## src/rtl/acc_arb_pkg.sv

```systemverilog
// Shared types and limits for the accelerator request arbiter.
// Payload structs are sized from the defaults below; the arbiter takes them as type parameters.
package acc_arb_pkg;

    localparam int unsigned ACC_ARB_MAX_REQ       = 16;
    localparam int unsigned ACC_ARB_XLEN          = 64;
    localparam int unsigned ACC_ARB_TRANS_ID_BITS = 3;

    typedef struct packed {
        logic [31:0]                      insn;
        logic [ACC_ARB_XLEN-1:0]          rs1;
        logic [ACC_ARB_XLEN-1:0]          rs2;
        logic [ACC_ARB_TRANS_ID_BITS-1:0] trans_id;
    } acc_arb_req_t;

    typedef struct packed {
        logic [ACC_ARB_XLEN-1:0]          result;
        logic [ACC_ARB_TRANS_ID_BITS-1:0] trans_id;
    } acc_arb_resp_t;

endpackage

```

## src/rtl/fifo_v3.sv

```systemverilog
// Small synchronous FIFO with occupancy reporting; holds arbiter routing indices.
// Optional fall-through mode forwards data_i while empty.
module fifo_v3 #(
    parameter bit          FALL_THROUGH = 1'b0,
    parameter int unsigned DATA_WIDTH   = 32,
    parameter int unsigned DEPTH        = 8,
    parameter type         dtype        = logic [DATA_WIDTH-1:0],
    parameter int unsigned ADDR_DEPTH   = (DEPTH > 1) ? $clog2(DEPTH) : 1
) (
    input  logic                  clk_i,
    input  logic                  rst_ni,
    input  logic                  flush_i,
    output logic                  full_o,
    output logic                  empty_o,
    output logic [ADDR_DEPTH-1:0] usage_o,
    input  dtype                  data_i,
    input  logic                  push_i,
    output dtype                  data_o,
    input  logic                  pop_i
);

    dtype                  mem_q [DEPTH];
    logic [ADDR_DEPTH-1:0] wptr_q, wptr_d, rptr_q, rptr_d;
    logic [ADDR_DEPTH:0]   cnt_q, cnt_d;
    logic                  is_full, is_empty, bypass, do_write;

    function automatic logic [ADDR_DEPTH-1:0] ptr_inc(input logic [ADDR_DEPTH-1:0] ptr);
        return (ptr == ADDR_DEPTH'(DEPTH - 1)) ? '0 : ptr + 1'b1;
    endfunction

    assign is_full  = (cnt_q == (ADDR_DEPTH + 1)'(DEPTH));
    assign is_empty = (cnt_q == '0);
    assign bypass   = FALL_THROUGH && is_empty && push_i && pop_i;

    always_comb begin
        wptr_d   = wptr_q;
        rptr_d   = rptr_q;
        cnt_d    = cnt_q;
        do_write = 1'b0;
        if (push_i && !is_full && !bypass) begin
            do_write = 1'b1;
            wptr_d   = ptr_inc(wptr_q);
            cnt_d    = cnt_d + 1'b1;
        end
        if (pop_i && !is_empty) begin
            rptr_d = ptr_inc(rptr_q);
            cnt_d  = cnt_d - 1'b1;
        end
        if (flush_i) begin
            wptr_d   = '0;
            rptr_d   = '0;
            cnt_d    = '0;
            do_write = 1'b0;
        end
    end

    assign full_o  = is_full;
    assign empty_o = is_empty && !(FALL_THROUGH && push_i);
    assign usage_o = cnt_q[ADDR_DEPTH-1:0];
    assign data_o  = (FALL_THROUGH && is_empty) ? data_i : mem_q[rptr_q];

    always_ff @(posedge clk_i or negedge rst_ni) begin
        if (!rst_ni) begin
            wptr_q <= '0;
            rptr_q <= '0;
            cnt_q  <= '0;
        end else begin
            wptr_q <= wptr_d;
            rptr_q <= rptr_d;
            cnt_q  <= cnt_d;
        end
    end

    // Storage has no reset: entries are only read once written.
    always_ff @(posedge clk_i) begin
        if (do_write) begin
            mem_q[wptr_q] <= data_i;
        end
    end

endmodule

```

## src/rtl/acc_req_arbiter.sv

```systemverilog
// Round-robin arbiter sharing one accelerator port among NrReq requesters.
// Granted indices are queued so in-order responses return to their issuer.
module acc_req_arbiter
    import acc_arb_pkg::*;
#(
    parameter int unsigned NrReq          = 2,
    parameter int unsigned MaxOutstanding = 4,
    parameter int unsigned TransIdWidth   = ACC_ARB_TRANS_ID_BITS,
    parameter int unsigned XLEN           = ACC_ARB_XLEN,
    parameter type         req_t          = acc_arb_req_t,
    parameter type         resp_t         = acc_arb_resp_t
) (
    input  logic                                clk_i,
    input  logic                                rst_i,
    input  logic [NrReq-1:0]                    req_valid_i,
    output logic [NrReq-1:0]                    req_ready_o,
    input  req_t [NrReq-1:0]                    req_i,
    output logic                                acc_req_valid_o,
    input  logic                                acc_req_ready_i,
    output req_t                                acc_req_o,
    input  logic                                acc_resp_valid_i,
    output logic                                acc_resp_ready_o,
    input  resp_t                               acc_resp_i,
    output logic [NrReq-1:0]                    resp_valid_o,
    input  logic [NrReq-1:0]                    resp_ready_i,
    output resp_t                               resp_o,
    output logic [$clog2(MaxOutstanding+1)-1:0] outstanding_o,
    output logic                                err_o
);

    localparam int unsigned IdxW  = $clog2(NrReq);
    localparam int unsigned CntW  = $clog2(MaxOutstanding + 1);
    localparam int unsigned AddrW = (MaxOutstanding > 1) ? $clog2(MaxOutstanding) : 1;

    typedef logic [IdxW-1:0] idx_t;

    if (NrReq < 2 || NrReq > ACC_ARB_MAX_REQ || MaxOutstanding < 1 ||
        XLEN < 1 || TransIdWidth < 1) begin : g_param_check
        $error("acc_req_arbiter: unsupported parameter set");
    end

    idx_t             rr_q, rr_d, lock_idx_q, lock_idx_d;
    idx_t             arb_idx, gnt_idx, head_idx;
    logic             lock_q, lock_d, err_q, err_d;
    logic             arb_found, handshake, pop;
    logic             q_full, q_empty, q_rst_n;
    logic [AddrW-1:0] q_usage;
    int unsigned      cand;

    // First valid requester at or after rr_q, wrapping around.
    always_comb begin
        arb_idx   = rr_q;
        arb_found = 1'b0;
        cand      = 0;
        for (int unsigned k = 0; k < NrReq; k++) begin
            cand = (int'(rr_q) + k) % NrReq;
            if (!arb_found && req_valid_i[idx_t'(cand)]) begin
                arb_found = 1'b1;
                arb_idx   = idx_t'(cand);
            end
        end
    end

    assign gnt_idx         = lock_q ? lock_idx_q : arb_idx;
    assign acc_req_valid_o = ~rst_i & (|req_valid_i) & ~q_full;
    assign handshake       = acc_req_valid_o & acc_req_ready_i;
    assign acc_req_o       = rst_i ? '0 : req_i[gnt_idx];

    assign acc_resp_ready_o = q_empty | resp_ready_i[head_idx];
    assign pop              = ~q_empty & acc_resp_valid_i & resp_ready_i[head_idx];
    assign resp_o           = rst_i ? '0 : acc_resp_i;

    for (genvar gi = 0; gi < NrReq; gi++) begin : g_port
        assign req_ready_o[gi]  = handshake & (gnt_idx == idx_t'(gi));
        assign resp_valid_o[gi] = ~q_empty & acc_resp_valid_i & (head_idx == idx_t'(gi));
    end

    always_comb begin
        rr_d       = handshake ? ((gnt_idx == idx_t'(NrReq - 1)) ? '0 : gnt_idx + 1'b1) : rr_q;
        lock_d     = acc_req_valid_o & ~acc_req_ready_i;
        lock_idx_d = gnt_idx;
        err_d      = err_q | (q_empty & acc_resp_valid_i);
    end

    assign q_rst_n = ~rst_i;

    fifo_v3 #(
        .FALL_THROUGH (1'b0),
        .DATA_WIDTH   (IdxW),
        .DEPTH        (MaxOutstanding),
        .dtype        (idx_t)
    ) i_route_q (
        .clk_i   (clk_i),
        .rst_ni  (q_rst_n),
        .flush_i (1'b0),
        .full_o  (q_full),
        .empty_o (q_empty),
        .usage_o (q_usage),
        .data_i  (gnt_idx),
        .push_i  (handshake),
        .data_o  (head_idx),
        .pop_i   (pop)
    );

    // usage_o wraps to zero when the queue is exactly full.
    assign outstanding_o = q_full ? CntW'(MaxOutstanding) : CntW'(q_usage);
    assign err_o         = err_q;

    always_ff @(posedge clk_i or posedge rst_i) begin
        if (rst_i) begin
            rr_q       <= '0;
            lock_q     <= 1'b0;
            lock_idx_q <= '0;
            err_q      <= 1'b0;
        end else begin
            rr_q       <= rr_d;
            lock_q     <= lock_d;
            lock_idx_q <= lock_idx_d;
            err_q      <= err_d;
        end
    end

    lock_hold_a: assert property (@(posedge clk_i) disable iff (rst_i)
        lock_q |-> req_valid_i[lock_idx_q]);

endmodule
```

## config.mk

```make
export PLATFORM = sky130hd
export DESIGN_NAME = acc_req_arbiter
export DESIGN_NICKNAME = d
export VERILOG_FILES = /design/src/rtl/acc_arb_pkg.sv /design/src/rtl/fifo_v3.sv /design/src/rtl/acc_req_arbiter.sv
export SDC_FILE = /design/constraint.sdc
export NUM_CORES = 1
export LEC_CHECK = 0
export BUFFER_PORTS_ARGS = -buffer_cell sky130_fd_sc_hd__buf_2
export CORE_AREA = 2 2 248 250
export DETAILED_ROUTE_END_ITERATION = 8
export DIE_AREA = 0 0 250 252
export GPL_ROUTABILITY_DRIVEN = 0
export SLEW_MARGIN = 0
export SYNTH_ARGS = -nofsm -noshare
export SYNTH_HDL_FRONTEND = slang
export SYNTH_SLANG_ARGS = --single-unit
```

## constraint.sdc

```tcl
create_clock -name clk_i -period 5.3 [get_ports clk_i]
set_clock_uncertainty 0.1 [all_clocks]
set_input_delay 1.06 -clock clk_i [delete_from_list [all_inputs] [get_ports clk_i]]
set_output_delay 1.06 -clock clk_i [all_outputs]
set_load 0.02 [all_outputs]
```

==> results.py <==
metrics = {
    "route": {
        "wl_per_cell_um": 19.7,
        "detail-route-antenna-nets": 0,
        "drt_iter0_markers": 775,
        "finalWirelength_um": 41400,
        "drt_pre_antenna_iters": 5,
        "dr_total_vias": 8247,
        "drc": 0,
        "via_per_inst": 3.92,
    },
    "setup_path": {
        "ff2ff_setup_slack_ns": 2.91,
        "cp.arrival_ns": 2.91,
        "cp-start-kind": "input port",
        "crit_chain": "buf_2, nor2b_1, o211a_4, buf_12, o21ai_0, a21oi_1, buf_2",
        "reg2reg_depth": 9,
        "reg2reg_from": "i_route_q.cnt_q[0]",
        "crit_slowest_cell": "o211a_4",
        "cp-end-kind": "primary output",
        "crit_fanout": 84,
        "worst-setup-path-type": "in2out",
        "worst_path_most_repeated_cell": "buf_2",
        "cpPeakStageDelay_ns": 0.49,
        "regToRegEndpoint": "i_route_q.cnt_q[2]",
        "cp.required_ns": 4.14,
    },
    "cts": {
        "clock_path_buffers": 2,
        "cts.sinks": 15,
        "postCtsSetupRepairBufs": 0,
        "cts_tree": "done",
        "worstSkewPairLatency_ns": 0.24,
        "cts_max_level": 1,
        "clk_pin_slew_worst_paths_ns": 0.05,
        "cts_hold_buf": 0,
        "cts_buffers": 3,
        "cts_resized": 0,
        "cts-root-buf": "clkbuf_16",
    },
    "global_routing": {
        "busiest_layer": "met2",
        "grt.met3_usage": 0.0653,
        "grt_pass1_vias": 7581,
        "grt_pass1_wl_um": 54300,
        "antenna_found_initial": 69,
        "use_met2": 0.196,
        "grt_max_degree": 110,
        "met1_usage": 0.121,
        "track_usage": 0.120,
        "overflow": 0,
    },
    "sta": {
        "finalMaxSlewViolations": 0,
        "period_share": 0.767,
        "period_needed_ns": 4.07,
        "tightest_slew_ns": 0.780,
        "fmax_mhz": 246,
        "slew_headroom": 0.480,
        "finalSetupViolations": 0,
        "hold_viol": 0,
        "totalNegativeSetupSlack_ns": 0,
        "rsz0062_at_grt": "false",
        "holdWs_ns": 0.382,
    },
    "yosys": {
        "postSynthAreaPerCell_um2": 5.60,
        "synth_edf_count": 4,
        "synth_area_um2": 4120,
        "yosysUniqueCellTypes": 31,
        "syn-num-nets": 1145,
        "async_reset_ff_frac": 0.733,
        "synth-seq-area-share": 0.0959,
        "synth_cells": 736,
        "ys.flop_type": "dfrtp_1",
        "yosys_register_bits": 15,
        "ys_warn_count": 0,
    },
    "power": {
        "peakVddDrop_mv": 0.179,
        "p_leak_uw": 0.00419,
        "net-switching-power_uw": 1270,
        "pwr-share-clk": 0.066,
        "combinationalPowerShare": 0.843,
        "swShare": 0.585,
        "p_seq_frac": 0.091,
        "p_per_area_nw_per_um2": 263,
        "p_int_uw": 904,
    },
    "worst_hold_path": {
        "holdPathStages": 1,
        "holdPathEnd": "err_o",
        "hp-class": "reg2reg",
        "hold_path_startpoint": "err_o",
    },
    "layout": {
        "finalNetCount": 1705,
        "drive_gt1_frac": 0.515,
        "syn2layout_area_growth_pct": 101,
    },
    "floorplan": {
        "rows": 90,
        "die_x_um": 250,
        "start_util": 0.0686,
        "io_pins": 641,
        "die-area_um2": 63000,
        "die_y_um": 252,
        "coreArea_um2": 60100,
    },
    "placement": {
        "port-buffer-count": 640,
        "dpl.hpwl_um": 36100,
    },
    "outcome": {
        "status": "finished, final reports clean",
    },
    "job": {
        "cap_violations": 0,
    },
}
-- placed cells by master, fill, tap and decap left out, types with 2 or more instances in the layout --
cell,instances
o21ai_0,165
mux2i_1,2
nor2_1,6
nor4_1,2
xnor2_1,4
nand2b_1,2
dfrtp_1,11
diode_2,29
mux2_1,2
buf_4,10
and2_1,5
clkbuf_16,3
buf_12,6
ha_1,8
buf_2,639
edfxtp_1,4
nor2b_1,68
inv_1,9
nand3_1,164
nand2_1,6
a21oi_1,164
-- kinds of logic after synthesis --
kind of cell	Yosys count	share of synthesized area
AND/OR/NAND/NOR	260	0.339
AO/OA/AOI/OAI	332	0.405
flip-flops	15	0.0959
multiplexers	7	0.0218
adder cells (fa/ha/maj)	8	0.0243
buffers and inverters	110	0.105
XOR/XNOR	4	0.00850
-- power groups by stage --
stage / sequential, uW / clock [uW] / combinational [uW]
after floorplan: 191 / 0 / 1150
after detailed placement: 201 / 0 / 1840
after global placement: 199 / 0 / 1820
final: 198 / 144 / 1830
after CTS: 199 / 147 / 1840
after global routing: 204 / 153 / 2000
-- state kept, by name, indices dropped and copies added, names as in the netlist --
signal and cells:
lock_idx_q 1, rr_q 1, i_route_q.mem_q 4, i_route_q.wptr_q 2
i_route_q.cnt_q 3, i_route_q.rptr_q 2, err_o 1, lock_q 1
-- Yosys cell counts (2+ instances only) --
master	instances	area, um^2
o21ai_0	165	826
a21oi_1	164	821
nand3_1	164	821
clkbuf_1	86	323
nor2b_1	68	425
buf_2	13	65.1
dfrtp_1	11	275
inv_1	9	33.8
ha_1	8	100
nand2_1	7	26.3
and2_1	6	37.5
nor2_1	6	22.5
edfxtp_1	4	120
xnor2_1	4	35.0
mux2_1	2	22.5
mux2i_1	2	20.0
nand2b_1	2	12.5
nor4_1	2	12.5
-- area by class of cell --
type | instances | area (um^2)
Sequential cell | 15 | 395
Multi-Input combinational cell | 611 | 3310
Clock buffer | 4 | 78.8
Tap cell | 782 | 978
Antenna cell | 29 | 72.6
Fill cell | 7074 | 51900
Timing Repair Buffer | 656 | 3410
Inverter | 9 | 33.8
-- how the worst max path moves through the flow --
stage | start | to | cells after the start
after floorplan | rst_i | req_ready_o[1] | 5
after global routing | req_valid_i[1] | acc_req_o[86] | 7
after detailed placement | req_valid_i[0] | acc_req_o[86] | 7
final | req_valid_i[0] | acc_req_o[91] | 7
after CTS | req_valid_i[0] | acc_req_o[86] | 7
after global placement | req_valid_i[1] | acc_req_o[86] | 7
-- stage by stage --
step	instance area, um^2	total power (uW)	utilization	cells	setup slack [ns]
after global routing	8240	2350	0.137	2092	1.09
after detailed placement	8130	2040	0.135	2073	1.22
after floorplan	4120	1340	-	736	1.66
after global placement	8130	2020	0.135	2073	1.23
final	8280	2180	0.138	2106	1.23
after CTS	8210	2190	0.136	2077	1.22
-- critical path, delay by kind of cell --
kind	cells	cell delay, ns
buffers and inverters	3	0.60
and+or+nand+nor	1	0.18
AOI/OAI and AO/OA	3	0.97
-- per-layer routing --
layer	share of wire	vias up	wire (um)
met5	0.0092	-	381
met4	0.060	62	2470
met3	0.13	152	5460
met2	0.45	567	18600
met1	0.35	3680	14500
li1	-	3786	-
Power figures use the tool's default switching activity.
